### config.mk
export PLATFORM = sky130hd
export DESIGN_NAME = cfg_reg_file
export DESIGN_NICKNAME = d
export VERILOG_FILES = /design/src/rtl/cfg_rf_pkg.sv /design/src/rtl/cfg_rf_parity.sv /design/src/rtl/cfg_reg_file.sv
export SDC_FILE = /design/constraint.sdc
export NUM_CORES = 1
export LEC_CHECK = 0
export ABC_AREA = 1
export CORE_MARGIN = 4
export CORE_UTILIZATION = 45
export DETAILED_ROUTE_END_ITERATION = 10
export PLACE_DENSITY = 0.65
export SKIP_LAST_GASP = 1
export SLEW_MARGIN = 5
export SYNTH_ARGS = -nofsm -noshare
export SYNTH_HDL_FRONTEND = slang
export SYNTH_SLANG_ARGS = --single-unit
### constraint.sdc
create_clock -name clk -period 3.95 [get_ports clk]
set_clock_uncertainty 0.15 [all_clocks]
set_input_delay 0.79 -clock clk [delete_from_list [all_inputs] [get_ports clk]]
set_output_delay 0.79 -clock clk [all_outputs]
set_load 0.01 [all_outputs]
### src/rtl/cfg_rf_pkg.sv
`default_nettype none
// ============================================================================
// Module      : cfg_rf_pkg
// Description : Shared types, default reset vector and even-parity helper
//               for the configuration/status register file.
// Revision    : 1.0 - initial release
// ============================================================================
package cfg_rf_pkg;

  // Widest register the parity helper accepts; narrower words are zero-extended.
  localparam int CFG_RF_PAR_W = 64;

  // Default 16 x 8-bit reset image: reg2 = 0x81, reg3 = 0x20, all others 0.
  localparam logic [16*8-1:0] CFG_RF_RST_DEFAULT =
    128'h0000_0000_0000_0000_0000_0000_2081_0000;

  typedef enum logic [1:0] {
    OP_IDLE = 2'b00,
    OP_RD   = 2'b01,
    OP_WR   = 2'b10,
    OP_BOTH = 2'b11
  } cfg_rf_op_e;

  function automatic logic cfg_rf_parity_f(input logic [CFG_RF_PAR_W-1:0] d);
    return ^d;
  endfunction

endpackage
`default_nettype wire

### src/rtl/cfg_rf_parity.sv
`default_nettype none
// ============================================================================
// Module      : cfg_rf_parity
// Description : Per-entry even-parity storage and read-side check; only
//               instantiated when CFG_RF_PARITY_EN is defined.
// Revision    : 1.0 - initial release
// ============================================================================
module cfg_rf_parity
  import cfg_rf_pkg::*;
#(
  parameter int                      DATA_W   = 8,
  parameter int                      DEPTH    = 16,
  parameter int                      ADDR_W   = $clog2(DEPTH),
  parameter logic [DEPTH*DATA_W-1:0] RST_VALS = '0
) (
  input  logic                            clk,
  input  logic                            rst,
  input  logic [DEPTH-1:0]                we,
  input  logic [DEPTH-1:0][DATA_W-1:0]    wdata,
  input  logic [ADDR_W-1:0]               rd_addr,
  input  logic [DATA_W-1:0]               rd_word,
  output logic                            mismatch
);

  logic [DEPTH-1:0] r_par;
  logic             w_par_sel;

  always_ff @(posedge clk or negedge rst) begin
    if (!rst) begin
      for (int i = 0; i < DEPTH; i++)
        r_par[i] <= cfg_rf_parity_f(CFG_RF_PAR_W'(RST_VALS[i*DATA_W +: DATA_W]));
    end else begin
      for (int i = 0; i < DEPTH; i++)
        if (we[i]) r_par[i] <= cfg_rf_parity_f(CFG_RF_PAR_W'(wdata[i]));
    end
  end

  always_comb begin
    w_par_sel = 1'b0;
    for (int i = 0; i < DEPTH; i++)
      if (rd_addr == ADDR_W'(i)) w_par_sel = r_par[i];
  end

  assign mismatch = w_par_sel ^ cfg_rf_parity_f(CFG_RF_PAR_W'(rd_word));

endmodule
`default_nettype wire

### src/rtl/cfg_reg_file.sv
`default_nettype none
// ============================================================================
// Module      : cfg_reg_file
// Description : Configuration/status register file with bus read/write,
//               hardware status-update port and parallel cfg outputs.
//               Optional stored parity: define CFG_RF_PARITY_EN.
// Revision    : 1.0 - initial release
// ============================================================================
module cfg_reg_file
  import cfg_rf_pkg::*;
#(
  parameter int                      DATA_W   = 8,
  parameter int                      DEPTH    = 16,
  parameter int                      ADDR_W   = $clog2(DEPTH),
  parameter int                      NUM_CFG  = 4,
  parameter logic [DEPTH-1:0]        RO_MASK  = '0,
  parameter logic [DEPTH*DATA_W-1:0] RST_VALS = CFG_RF_RST_DEFAULT
) (
  input  logic                      clk,
  input  logic                      rst,
  input  logic                      wr_en,
  input  logic                      rd_en,
  input  logic [ADDR_W-1:0]         addr,
  input  logic [DATA_W-1:0]         wr_data,
  input  logic                      hw_we,
  input  logic [ADDR_W-1:0]         hw_addr,
  input  logic [DATA_W-1:0]         hw_data,
  output logic [DATA_W-1:0]         rd_data,
  output logic                      rd_valid,
  output logic                      bus_err,
  output logic                      par_err,
  output logic [NUM_CFG*DATA_W-1:0] cfg_out
);

  localparam logic [ADDR_W:0] c_depth = (ADDR_W+1)'(DEPTH);

  logic [DEPTH-1:0][DATA_W-1:0] r_regs;
  logic [DEPTH-1:0]             w_we;
  logic [DEPTH-1:0][DATA_W-1:0] w_wdata;
  logic [DATA_W-1:0]            w_rd_word;
  logic                         w_ro_hit;
  logic                         w_addr_ok;
  logic                         w_bus_wr_ok;
  logic                         w_do_rd;
  logic                         w_err;
  cfg_rf_op_e                   w_op;

  assign w_op      = cfg_rf_op_e'({wr_en, rd_en});
  assign w_addr_ok = {1'b0, addr} < c_depth;

  // Explicit compare mux keeps out-of-range addresses (non-power-of-two DEPTH) well defined.
  always_comb begin
    w_rd_word = '0;
    w_ro_hit  = 1'b0;
    for (int i = 0; i < DEPTH; i++) begin
      if (addr == ADDR_W'(i)) begin
        w_rd_word = r_regs[i];
        w_ro_hit  = RO_MASK[i];
      end
    end
  end

  always_comb begin
    w_bus_wr_ok = 1'b0;
    w_do_rd     = 1'b0;
    w_err       = 1'b0;
    case (w_op)
      OP_WR: begin
        w_bus_wr_ok = w_addr_ok & ~w_ro_hit;
        w_err       = ~(w_addr_ok & ~w_ro_hit);
      end
      OP_RD: begin
        w_do_rd = 1'b1;
        w_err   = ~w_addr_ok;
      end
      OP_BOTH: w_err = 1'b1;
      default: ;
    endcase
  end

  // An accepted bus write takes priority over a hardware update to the same entry.
  always_comb begin
    w_we    = '0;
    w_wdata = '0;
    for (int i = 0; i < DEPTH; i++) begin
      w_we[i]    = (w_bus_wr_ok && addr == ADDR_W'(i)) || (hw_we && hw_addr == ADDR_W'(i));
      w_wdata[i] = (w_bus_wr_ok && addr == ADDR_W'(i)) ? wr_data : hw_data;
    end
  end

  always_ff @(posedge clk or negedge rst) begin
    if (!rst) begin
      r_regs <= RST_VALS;
    end else begin
      for (int i = 0; i < DEPTH; i++)
        if (w_we[i]) r_regs[i] <= w_wdata[i];
    end
  end

  always_ff @(posedge clk or negedge rst) begin
    if (!rst) begin
      rd_data  <= '0;
      rd_valid <= 1'b0;
      bus_err  <= 1'b0;
    end else begin
      rd_valid <= w_do_rd;
      bus_err  <= w_err;
      if (w_do_rd) rd_data <= w_addr_ok ? w_rd_word : '0;
    end
  end

`ifdef CFG_RF_PARITY_EN
  logic w_par_mismatch;

  cfg_rf_parity #(
    .DATA_W   (DATA_W),
    .DEPTH    (DEPTH),
    .ADDR_W   (ADDR_W),
    .RST_VALS (RST_VALS)
  ) u_parity (
    .clk      (clk),
    .rst      (rst),
    .we       (w_we),
    .wdata    (w_wdata),
    .rd_addr  (addr),
    .rd_word  (w_rd_word),
    .mismatch (w_par_mismatch)
  );

  always_ff @(posedge clk or negedge rst) begin
    if (!rst) par_err <= 1'b0;
    else      par_err <= w_do_rd & w_addr_ok & w_par_mismatch;
  end
`else
  assign par_err = 1'b0;
`endif

  assign cfg_out = r_regs[NUM_CFG-1:0];

endmodule
`default_nettype wire

==> flow_summary.ini <==
[global_route]
grt_busiest_layer = met2
grtUsageMet3_pct = 7.67
grt_pass1_wl_mm = 41.8
antenna_found_initial = 0
grt_util_met2_pct = 42.3
gr-total-overflow = 0
grt_max_degree = 79
met1_usage_pct = 39.8
grt_pass1_vias = 6790
grt_use_total_pct = 28.6

[placed_design]
gp_congestion = 1.05
hpwlAfterDp_mm = 19.0
placed_cell_area_um2 = 8330
io_buffers = 70

[setup_path]
slowest_delay_ns = 0.59
rrSetupSlack_ns = 2.15
critPathBufInv = 2
cp.depth = 7
path_class = in -> reg
worst_setup_path_end_kind = flip-flop
worstPathRequired_ns = 4.10
startpoint_type = primary input
crit_fanout = 17
endpoint = cfg_out[2]
reg2reg_from = cfg_out[0]
cp_top_family = simple AND/OR/NAND/NOR gates
worst_ep_arrival_time_ns = 2.97
startpoint = addr[0]
r2r_cells = 10
reg2reg_to = rd_data[0]
cp_slowest_cell = clkdlybuf4s50_1
path_cells = clkdlybuf4s50_1, nor2_2, inv_4, nor2_2, nand2_1, o21ai_0, nand2_1

[synth]
synth-adder-area-share_pct = 0
postSynthAreaPerCell_um2 = 7.69
synthMuxAreaShare_pct = 0
yosys_warnings = 0
synth_xor_area_share_pct = 0
synth_top_family_by_area = simple AND/OR/NAND/NOR gates
synthSimpleGateAreaFrac_pct = 25.9
synth_cells = 992
synth_seq_area_share_pct = 45.3
synth_cell_types = 32
synth.net_count = 1021
syn_area_um2 = 7630
synth_compound_area_share_pct = 19.0
yosys_register_bits = 138

[timing]
hold_ws_ns = 0.227
fin_setup_tns_ns = 0
min_period_ns = 2.82
max_slew.worst_pin.slew_ns = 0.832
relSlewSlack_pct = 44.4
rsz0062_at_grt = no
setup_viol = 0
finalCritPeriodShare_pct = 71.4
hold_viol_final = 0
max_freq_mhz = 355
drv_slew = 0

[hold_path]
hold_class = in -> async

[die]
io_pins = 72
initial_core_util_pct = 46.0
dieWidth_um = 138
die_y_um = 138
dieArea_um2 = 19100
core_area_um2 = 16600
num_rows = 47

[routing]
first_iter_violations = 1039
drt-total-wl_mm = 27.3
firstDrtPassIters = 5
ant_nets = 0
wl_per_cell_um = 21.6
vias = 7367
via_per_inst = 5.83
drc = 0

[pwr]
power_density_nw_per_um2 = 522
peakVddDrop_v = 0.000407
total_leakage_power_uw = 0.00416

[clock_tree]
clock-root-buffer = clkbuf_16
hold_buffers = 0
cts_setup_buffers = 0
clockBufferDepth = 2
cts-htree-levels = 4
cts_made_buffers = 17
worst_skew_pair.late_latency_ns = 0.43
postCtsResizedCells = 0
clock_sinks = 138
clk_pin_slew_ns = 0.06
tritoncts = yes

[cells_and_area]
antenna_cells = 0
final_area_um2 = 8950
layout-drive-gt1-share_pct = 9.68
areaGrowthSynthToFinish_pct = 17.2
finalNetCount = 1059

[outcome]
run_status = complete, no violations

[flow_run]
cap_viol_max_count = 0
per-stage QoR:
stage / util, % / instances / worst slack (ns) / total power [uW]
2_1_floorplan: - / 992 / 1.82 / 2550
3_3_place_gp: 50.2 / 1231 / 0.783 / 2970
3_5_place_dp: 50.2 / 1231 / 0.748 / 2980
4_1_cts: 54.0 / 1263 / 1.20 / 4660
5_1_grt: 54.0 / 1263 / 0.955 / 4890
6_report: 54.0 / 1263 / 1.13 / 4670
cell families after synthesis:
kind of cell           count (synthesis)
AOI/OAI and AO/OA                    250
buffers and inverters                160
DFF                                  138
other                                  1
and+or+nand+nor                      443
Yosys cell counts, drive strengths merged:
cell	number	area (um^2)
conb	1	3.75
nor2	81	425
clkbuf	21	81.3
dfrtp	135	3380
dfstp	3	78.8
o22ai	2	12.5
a22oi	2	15.0
o221ai	44	385
o211ai	11	82.6
nand3	46	235
buf	41	294
nand2	288	1130
clkinv	2	7.51
inv	96	363
o21ai	161	806
or2	3	18.8
a21oi	30	150
nand4	25	169
worst min-delay path by stage:
stage | to | start | slack, ns | depth (start not counted)
detailed placement | r_regs[71] | r_regs[71] | 0.32 | 2
global placement | r_regs[59] | r_regs[59] | 0.32 | 2
floorplan | r_regs[83] | r_regs[83] | 0.30 | 2
global route | cfg_out[13] | rst | 0.30 | 1
finish | cfg_out[6] | rst | 0.23 | 1
CTS | cfg_out[11] | rst | 0.28 | 1
state kept, by name (all words and copies together), names as in the netlist:
register  count
bus_err       1
cfg_out      32
r_regs       96
rd_data       8
rd_valid      1
cells in the final DEF, fill, tap and decap left out, types with 3 or more instances in the layout:
| master | netlist | routed |
|---|---|---|
| nand3_1 | 45 | 45 |
| nand4_1 | 23 | 23 |
| a21oi_1 | 30 | 30 |
| o21ai_1 | 27 | 27 |
| nand2_1 | 280 | 280 |
| nand2_2 | 3 | 3 |
| inv_2 | 19 | 19 |
| dfstp_2 | 3 | 3 |
| clkdlybuf4s50_1 | 0 | 69 |
| clkbuf_16 | 0 | 17 |
| o21ai_0 | 134 | 134 |
| o221ai_1 | 44 | 44 |
| o211ai_1 | 11 | 11 |
| nand2_4 | 5 | 5 |
| nor2_2 | 9 | 9 |
| buf_4 | 33 | 10 |
| dfrtp_1 | 135 | 135 |
| clkinvlp_4 | 0 | 4 |
| inv_6 | 0 | 4 |
| nor2_4 | 11 | 11 |
| inv_1 | 76 | 76 |
| bufinv_16 | 0 | 3 |
| nor2_1 | 60 | 60 |
final cells by class:
class | count | area [um^2]
Clock buffer | 19 | 453
Clock inverter | 13 | 165
Fill cell | 1588 | 7640
Inverter | 98 | 370
Multi-Input combinational cell | 694 | 3430
Sequential cell | 138 | 3460
Tap cell | 220 | 275
Timing Repair Buffer | 81 | 797
metal layers:
| layer | share of wire, % | routed length, um | up-vias |
|---|---|---|---|
| met1 | 43 | 11600 | 3497 |
| met5 | 0 | 0 | - |
| met2 | 44 | 11900 | 414 |
| met4 | 4.2 | 1150 | 0 |
| li1 | - | - | 3377 |
| met3 | 9.6 | 2620 | 79 |
power by group:
part / internal [uW] / switching [uW] / total, uW / leakage, uW
clock: 1030 / 647 / 1680 / 0.000293
sequential: 1760 / 264 / 2030 / 0.00171
combinational: 425 / 539 / 964 / 0.00217
total: 3220 / 1450 / 4670 / 0.00416
Note: power is estimated with default switching activity, not from simulation.
